$ cat config.mk
export PLATFORM = sky130hd
export DESIGN_NAME = mul_cpa_pipe_flat
export DESIGN_NICKNAME = d
export VERILOG_FILES = /design/src/rtl/mul_cpa_pipe_if.sv /design/src/rtl/mul_cpa_pipe.sv /design/src/flat_wrapper.sv
export SDC_FILE = /design/constraint.sdc
export NUM_CORES = 1
export LEC_CHECK = 0
export BUFFER_PORTS_ARGS = -buffer_cell sky130_fd_sc_hd__buf_2
export CAP_MARGIN = 10
export CORE_MARGIN = 2
export CORE_UTILIZATION = 55
export DETAILED_ROUTE_END_ITERATION = 8
export PLACE_DENSITY_LB_ADDON = 0.15
export SYNTH_ARGS = -nofsm -noshare
export SYNTH_HDL_FRONTEND = slang
export SYNTH_SLANG_ARGS = --single-unit
$ cat constraint.sdc
create_clock -name clock -period 6.55 [get_ports clock]
set_input_delay 0.655 -clock clock [delete_from_list [all_inputs] [get_ports clock]]
set_output_delay 0.655 -clock clock [all_outputs]
set_load 0.05 [all_outputs]
$ cat src/rtl/mul_cpa_pipe_if.sv
// Stream bundle for the final carry-propagate adder: redundant sum/carry in, binary product out.
// master = compressor tree / consumer side, slave = the adder pipeline.
interface mul_cpa_pipe_if #(
  parameter int WIDTH = 64,
  parameter int TAG_W = 4
);
  logic             in_valid;
  logic             in_ready;
  logic [WIDTH-1:0] in_sum;
  logic [WIDTH-1:0] in_carry;
  logic             in_cin;
  logic [TAG_W-1:0] in_tag;
  logic             out_valid;
  logic             out_ready;
  logic [WIDTH-1:0] out_result;
  logic             out_cout;
  logic [TAG_W-1:0] out_tag;

  modport master (
    output in_valid, in_sum, in_carry, in_cin, in_tag, out_ready,
    input  in_ready, out_valid, out_result, out_cout, out_tag
  );

  modport slave (
    input  in_valid, in_sum, in_carry, in_cin, in_tag, out_ready,
    output in_ready, out_valid, out_result, out_cout, out_tag
  );
endinterface

$ cat src/rtl/mul_cpa_pipe.sv
// Two-stage carry-lookahead adder closing the multiplier datapath.
// s1 forms bit/group/block propagate-generate; s2 resolves carries top-down and sums.
module mul_cpa_pipe #(
  parameter int WIDTH = 64,
  parameter int TAG_W = 4
) (
  input  logic          clock,
  input  logic          reset,
  input  logic          flush,
  mul_cpa_pipe_if.slave bus
);
  localparam int NG = WIDTH / 4;
  localparam int NB = WIDTH / 16;

  // {P, G} of a 4-cell lookahead group
  function automatic logic [1:0] pg4(input logic [3:0] p, input logic [3:0] g);
    logic [1:0] r;
    r[1] = &p;
    r[0] = g[3] | (p[3] & g[2]) | (p[3] & p[2] & g[1]) | (p[3] & p[2] & p[1] & g[0]);
    return r;
  endfunction

  // Carries into the 4 cells of a group; the top cell's P/G are not needed here.
  function automatic logic [3:0] la4c(input logic [2:0] p, input logic [2:0] g, input logic c0);
    logic [3:0] c;
    c[0] = c0;
    c[1] = g[0] | (p[0] & c0);
    c[2] = g[1] | (p[1] & g[0]) | (p[1] & p[0] & c0);
    c[3] = g[2] | (p[2] & g[1]) | (p[2] & p[1] & g[0]) | (p[2] & p[1] & p[0] & c0);
    return c;
  endfunction

  // handshake
  logic s1_v_d, s1_v_q, s2_v_d, s2_v_q;
  logic s2_adv, in_ready, accept;

  always_comb begin
    s2_adv   = !s2_v_q | bus.out_ready;
    in_ready = !s1_v_q | s2_adv;
    accept   = bus.in_valid & in_ready & !flush;
    s1_v_d   = s1_v_q;
    s2_v_d   = s2_v_q;
    if (flush) begin
      s1_v_d = 1'b0;
      s2_v_d = 1'b0;
    end else begin
      if (accept)      s1_v_d = 1'b1;
      else if (s2_adv) s1_v_d = 1'b0;
      if (s2_adv)      s2_v_d = s1_v_q;
    end
  end

  // stage 1: propagate/generate at bit, group and block level
  logic [WIDTH-1:0]       a_p, a_g;
  logic [NG-1:0]          gp, gg;
  logic [NB-1:0]          bp_n, bg_n;
  logic [WIDTH-1:0]       p_d, p_q;
  // Top-cell generates only feed the group/block G already registered, so drop them.
  logic [NG-1:0][2:0]     gl_d, gl_q;
  logic [NB-1:0][2:0]     gpl_d, gpl_q, ggl_d, ggl_q;
  logic [NB-1:0]          bp_d, bp_q, bg_d, bg_q;
  logic                   cin_d, cin_q;
  logic [TAG_W-1:0]       tag1_d, tag1_q;

  always_comb begin
    a_p = bus.in_sum ^ bus.in_carry;
    a_g = bus.in_sum & bus.in_carry;
    for (int j = 0; j < NG; j++) {gp[j], gg[j]} = pg4(a_p[4*j +: 4], a_g[4*j +: 4]);
    for (int b = 0; b < NB; b++) {bp_n[b], bg_n[b]} = pg4(gp[4*b +: 4], gg[4*b +: 4]);

    p_d    = p_q;
    gl_d   = gl_q;
    gpl_d  = gpl_q;
    ggl_d  = ggl_q;
    bp_d   = bp_q;
    bg_d   = bg_q;
    cin_d  = cin_q;
    tag1_d = tag1_q;
    if (accept) begin
      p_d = a_p;
      for (int j = 0; j < NG; j++) gl_d[j] = a_g[4*j +: 3];
      for (int b = 0; b < NB; b++) begin
        gpl_d[b] = gp[4*b +: 3];
        ggl_d[b] = gg[4*b +: 3];
      end
      bp_d   = bp_n;
      bg_d   = bg_n;
      cin_d  = bus.in_cin;
      tag1_d = bus.in_tag;
    end
  end

  // stage 2: block -> group -> bit carries, each a flat lookahead from its carry-in
  logic [NB:0]            bc;
  logic [NG-1:0]          gc;
  logic [WIDTH-1:0]       c;
  logic [WIDTH-1:0]       res_d, res_q;
  logic                   cout_d, cout_q;
  logic [TAG_W-1:0]       tag2_d, tag2_q;

  always_comb begin
    for (int k = 0; k <= NB; k++) begin
      logic term, acc;
      term = cin_q;
      for (int m = 0; m < k; m++) term = term & bp_q[m];
      acc = term;
      for (int j = 0; j < k; j++) begin
        term = bg_q[j];
        for (int m = j + 1; m < k; m++) term = term & bp_q[m];
        acc = acc | term;
      end
      bc[k] = acc;
    end
    for (int b = 0; b < NB; b++) gc[4*b +: 4] = la4c(gpl_q[b], ggl_q[b], bc[b]);
    for (int j = 0; j < NG; j++) c[4*j +: 4] = la4c(p_q[4*j +: 3], gl_q[j], gc[j]);

    res_d  = res_q;
    cout_d = cout_q;
    tag2_d = tag2_q;
    if (s2_adv && s1_v_q) begin
      res_d  = p_q ^ c;
      cout_d = bc[NB];
      tag2_d = tag1_q;
    end
  end

  always_ff @(posedge clock) begin
    if (reset) begin
      s1_v_q <= 1'b0;
      s2_v_q <= 1'b0;
      res_q  <= '0;
      cout_q <= 1'b0;
      tag2_q <= '0;
    end else begin
      s1_v_q <= s1_v_d;
      s2_v_q <= s2_v_d;
      res_q  <= res_d;
      cout_q <= cout_d;
      tag2_q <= tag2_d;
    end
  end

  always_ff @(posedge clock) begin
    p_q    <= p_d;
    gl_q   <= gl_d;
    gpl_q  <= gpl_d;
    ggl_q  <= ggl_d;
    bp_q   <= bp_d;
    bg_q   <= bg_d;
    cin_q  <= cin_d;
    tag1_q <= tag1_d;
  end

  assign bus.in_ready   = in_ready;
  assign bus.out_valid  = s2_v_q;
  assign bus.out_result = res_q;
  assign bus.out_cout   = cout_q;
  assign bus.out_tag    = tag2_q;
endmodule

$ cat src/flat_wrapper.sv
// flat-port wrapper written by rule: the top's interface ports become plain ports
module mul_cpa_pipe_flat 
#(
  parameter int WIDTH = 64,
  parameter int TAG_W = 4
)
  (clock, reset, flush, bus_in_valid, bus_in_sum, bus_in_carry, bus_in_cin, bus_in_tag, bus_out_ready, bus_in_ready, bus_out_valid, bus_out_result, bus_out_cout, bus_out_tag);
  mul_cpa_pipe_if #(.WIDTH(WIDTH), .TAG_W(TAG_W)) bus_i ();
  input  logic clock;
  input  logic reset;
  input  logic flush;
  input wire logic [$bits(bus_i.in_valid)-1:0] bus_in_valid;
  input wire logic [$bits(bus_i.in_sum)-1:0] bus_in_sum;
  input wire logic [$bits(bus_i.in_carry)-1:0] bus_in_carry;
  input wire logic [$bits(bus_i.in_cin)-1:0] bus_in_cin;
  input wire logic [$bits(bus_i.in_tag)-1:0] bus_in_tag;
  input wire logic [$bits(bus_i.out_ready)-1:0] bus_out_ready;
  output wire logic [$bits(bus_i.in_ready)-1:0] bus_in_ready;
  output wire logic [$bits(bus_i.out_valid)-1:0] bus_out_valid;
  output wire logic [$bits(bus_i.out_result)-1:0] bus_out_result;
  output wire logic [$bits(bus_i.out_cout)-1:0] bus_out_cout;
  output wire logic [$bits(bus_i.out_tag)-1:0] bus_out_tag;
  assign bus_i.in_valid = bus_in_valid;
  assign bus_i.in_sum = bus_in_sum;
  assign bus_i.in_carry = bus_in_carry;
  assign bus_i.in_cin = bus_in_cin;
  assign bus_i.in_tag = bus_in_tag;
  assign bus_i.out_ready = bus_out_ready;
  assign bus_in_ready = bus_i.in_ready;
  assign bus_out_valid = bus_i.out_valid;
  assign bus_out_result = bus_i.out_result;
  assign bus_out_cout = bus_i.out_cout;
  assign bus_out_tag = bus_i.out_tag;
  mul_cpa_pipe #(.WIDTH(WIDTH), .TAG_W(TAG_W)) u_core (.clock(clock), .reset(reset), .flush(flush), .bus(bus_i));
endmodule
# ---- Word level (Yosys, flattened, before mapping)
# Cells that the tools add are included.
dict set report classes {
  bitwise 487
  mux 2
  reduce_logical 26
}
# cell n
set op_table {}
lappend op_table {{$and A1 B1 Y1} 292}
lappend op_table {{$or A1 B1 Y1} 192}
lappend op_table {{$xor A64 B64 Y64} 2}
lappend op_table {{$and A64 B64 Y64} 1}
lappend op_table {{$reduce_and A16 Y1} 4}
lappend op_table {{$reduce_and A4 Y1} 16}
lappend op_table {{$logic_not A1 Y1} 3}
lappend op_table {{$mux W1} 2}
lappend op_table {{$reduce_bool A2 Y1} 1}
lappend op_table {{$reduce_or A2 Y1} 1}
lappend op_table {{$logic_and A1 B1 Y1} 1}
dict set report word_totals {
  out_inout_bits 71
  regBits 220
  elab_cells 549
  input_bits 138
}

# ---- Longest topological paths before layout
dict set report depth {
  word_depth 11
  mapped_depth 9
  mapped_depth_nobuf 9
}

# ---- Worst setup path after synthesis
# OpenSTA, ideal clock, no wires.
dict set report synth_timing {
  path_kind {input port to flip-flop}
  startpoint {input bus_out_ready}
  endpoint {register u_core.bg_q[0], enable pin}
  path_buffers 0
  path_slack_ns 1.380
  required_ns 6.022
  t_arrival_ns 4.643
  cell_stages 3
  setup_time_ns 0.528
  cell_sequence {nor2b_1 nand2_1 and3b_1}
}
dict set report synth_between {
  elab_chain_len 4
}
# item line_no
set synth_lines {}
lappend synth_lines {{start, declared} flat_wrapper.sv:17} ;# input wire logic [$bits(bus_i.out_ready)-1:0] bus_out_ready;
lappend synth_lines {{$or A1 B1 Y1} mul_cpa_pipe.sv:38} ;# s2_adv = !s2_v_q | bus.out_ready;
lappend synth_lines {{$or A1 B1 Y1} mul_cpa_pipe.sv:39} ;# in_ready = !s1_v_q | s2_adv;
lappend synth_lines {{net bus_in_ready} flat_wrapper.sv:18} ;# output wire logic [$bits(bus_i.in_ready)-1:0] bus_in_ready;
lappend synth_lines {{$and A1 B1 Y1 (2 in series)} mul_cpa_pipe.sv:40} ;# accept = bus.in_valid & in_ready & !flush;
lappend synth_lines {{net u_core.accept} mul_cpa_pipe.sv:35} ;# logic s2_adv, in_ready, accept;
lappend synth_lines {{end signal, assigned} mul_cpa_pipe.sv:149} ;# bg_q <= bg_d;
lappend synth_lines {{end, declared} mul_cpa_pipe.sv:61} ;# logic [NB-1:0] bp_d, bp_q, bg_d, bg_q;
# The timed path passes the listed nets, and every way through them passes these cells.
# A chain may end at the register's enable or synchronous reset.

==> summary.md <==
| Metric | Value |
|---|---|
| Outcome | `complete, no violations` |
| IO Port Bufs | `208` |
| Power Total | `3.25 mW` |
| Pwr/cell area | `275 mW/mm²` |
| Maximum number of pins on one net before global-route repair | `73` |
| Crit path launch | `reset` |
| Post-synth EDFFs | `between 100 and 150` |
| Fmax | `approximately 0.40 GHz` |
| Vias in the first global route | `6397` |
| RSZ-0062 raised after global routing | `no` |
| TritonCTS Buffers | `23` |
| First-pass GRT wire length | `around 32000 µm` |
| Worst Setup Start Kind | `input pin` |
| R2r worst-path depth | `4` |
| Clk_lat worst skew | `0.52 ns` |
| Met3 Use GR | `4.16%` |
| Hold Vio Cnt, Final | `0` |
| Req. time, crit path | `about 7 ns` |
| Ports | `209` |
| Syn Area/Cell | `roughly 12 µm²` |
| Maximum clock insertion buffer count | `3` |
| Avg WL per Cell | `16.5 µm` |
| Count of different cell masters after synthesis | `52` |
| Final worst-path cycle share | `37.7%` |
| Initial antenna violation count | `0` |
| Worst setup path end | `u_core.bus.out_result[18]` |
| Post-Syn Instances | `831` |
| DIE AREA | `0.0190 mm²` |
| GRT overflow | `0` |
| Via count | `7119` |
| Register bit total from synthesis | `220` |
| Filler cell count | `1321` |
| Synthesized Nets | `around 1000` |
| Skew final | `0.0201 ns` |
| Commonest non-fill, non-tap cell in the layout | `buf_2` |
| Crit Path Max Fanout | `56` |
| Worst R2R End | `u_core.gl_q[19]` |
| Cts hold-fix bufs | `0` |
| TritonCTS clock tree | `done` |
| Setup bufs post-CTS | `0` |
| Post-CTS Resized | `0` |
| Routability Congestion | `approximately 0.84` |
| Post-Route WL | `21300 µm` |
| Die height | `138 µm` |
| Die X | `between 100 and 150 µm` |
| R2r setup slk | `4.16 ns` |
| Max cap viols | `0` |
| Met1 usage | `between 30% and 40%` |
| Worst reg2reg path startpoint | `u_core.bus.out_valid` |
| Most frequent cells in the layout | `208 x buf_2, 149 x edfxtp_1, 122 x nand2_1, 80 x ha_1, 71 x dfxtp_1` |
| Area of the mapped netlist | `approximately 0.0098 mm²` |
| Sum Neg Setup Slack | `0 ns` |
| DRC | `0` |
| Final setup viols | `0` |
| CP Capture Type | `register` |
| Worst VDD drop | `192 µV` |
| Initial Utilization | `56.6%` |
| N_diodes | `0` |
| Fin crit period | `2.47 ns` |
| Register area share after synthesis | `60.0%` |
| Grt met2 use | `a little over a third` |
| Leak Pwr | `4.94 nW` |
| Slew @ Worst Pin | `0.855 ns` |
| CTS sink count | `between 200 and 250` |
| Min-delay worst type | `in2reg` |
| Crit path arrival time | `2.87 ns` |
| Max H-tree Level | `1` |
| Reg clk slew, reported paths | `about 0.06 ns` |
| Layout cell share with drive strength beyond 1 | `24.0%` |
| First-pass DRT Iterations | `5` |
| 1st-iter DRT viols | `between 400 and 500` |
| Worst slew margin | `43.0%` |
| Num rows | `48` |
| YS warnings | `0` |
| DP HPWL | `between 15000 and 20000 µm` |
| Async set-reset flop share out of synthesis | `0%` |
| Post-DR vias/cell | `roughly 5.5` |
| Nets | `1267` |
| Crit Path Category | `in2reg` |
| Root Driver | `clkbuf_16` |
| Final Max Slew Viols | `0` |
| Core area | `0.0174 mm²` |
| P&R area growth vs syn | `20.2%` |
| GRT Util Overall | `22.1%` |
| Busiest grt layer | `met2` |
| DRT antenna net count | `0` |
| Main synth FF type | `edfxtp_1` |
critical path, cell delays in order:
cell and delay [ns]:
buf_2 0.08, buf_4 0.51, inv_1 0.39, nand3_1 0.58, buf_4 0.33, nor3_1 0.08, a31o_2 0.21
worst min path at each step:
stage | from | cells past startpoint | slack [ns] | endpoint
floorplan | u_core.tag1_q[0] | 2 | 0.47 | u_core.bus.out_tag[0]
global placement | u_core.bus.out_result[58] | 2 | 0.43 | u_core.bus.out_result[58]
detailed placement | u_core.bus.out_result[46] | 2 | 0.44 | u_core.bus.out_result[46]
CTS | bus_in_tag[2] | 1 | 0.31 | u_core.tag1_q[2]
global route | bus_in_tag[2] | 1 | 0.31 | u_core.tag1_q[2]
finish | bus_in_tag[2] | 1 | 0.32 | u_core.tag1_q[2]
cell type report:
class | count | area, µm² | share of cell area (%)
clock buffers | 35 | 641 | 5.42
flip-flops and latches | 220 | 5900 | 49.9
clock inverters | 7 | 38.8 | 0.328
inverters | 11 | 41.3 | 0.350
well taps | 225 | 282 | 2.38
multi-input cells | 578 | 3820 | 32.3
repair buffers | 215 | 1090 | 9.26
sequential cells by signal, summed over array words and instances (netlist names), 4 cells and up:
register / count
u_core.gl_q: 48
u_core.gpl_q: 12
u_core.ggl_q: 12
u_core.bg_q: 4
u_core.tag1_q: 4
u_core.bus.out_tag: 4
u_core.bus.out_result: 64
u_core.p_q: 64
u_core.bp_q: 4
cells in the mapped netlist (all sizes together), types with 13 or more instances:
cell type  number  share of area (%)
nand2         123                4.7
o21ai          44                2.2
xnor2          21                1.9
a21oi          70                3.6
edfxtp        149                 46
nor3           22                1.1
ha             80                 10
nand4          13               0.83
nor2           47                1.8
dfxtp          71                 14
xor2           17                1.5
a21o           42                3.2
clkbuf         17               0.65
logic make-up after synthesis:
logic type / synth area share [%]
AO/OA/AOI/OAI: 13.2
AND/OR/NAND/NOR: 11.8
multiplexers: 0.204
adder cells (fa/ha/maj): 10.2
flip-flops: 60.0
XOR/XNOR: 3.39
buffers and inverters: 1.26
layer usage:
| layer | wire length [µm] | vias to the layer above | share of wire, % |
|---|---|---|---|
| li1 | - | 3538 | - |
| met1 | 9470 | 3307 | 45 |
| met2 | 9770 | 248 | 46 |
| met3 | 1690 | 26 | 8.0 |
| met4 | 326 | 0 | 1.5 |
| met5 | 0 | - | 0 |
through the flow:
stage               instance area [µm²]  hold slack (ns)  setup WS, ns  instances  util, %
finish                            11800            0.319          4.08       1291     68.1
global route                      11800            0.309          3.93       1291     68.1
CTS                               11800            0.306          4.08       1291     68.1
detailed placement                11100            0.438          3.55       1249     64.1
global placement                  11100            0.431          3.62       1249     64.1
floorplan                          9830            0.471          1.38        831        -
power breakdown:
| part | switching, mW | leakage [nW] | internal [mW] |
|---|---|---|---|
| Combinational | 0.256 | 2.69 | 0.160 |
| Sequential | 0.0600 | 1.92 | 1.59 |
| Clock | 0.508 | 0.331 | 0.675 |
Power figures use the tool's default switching activity.
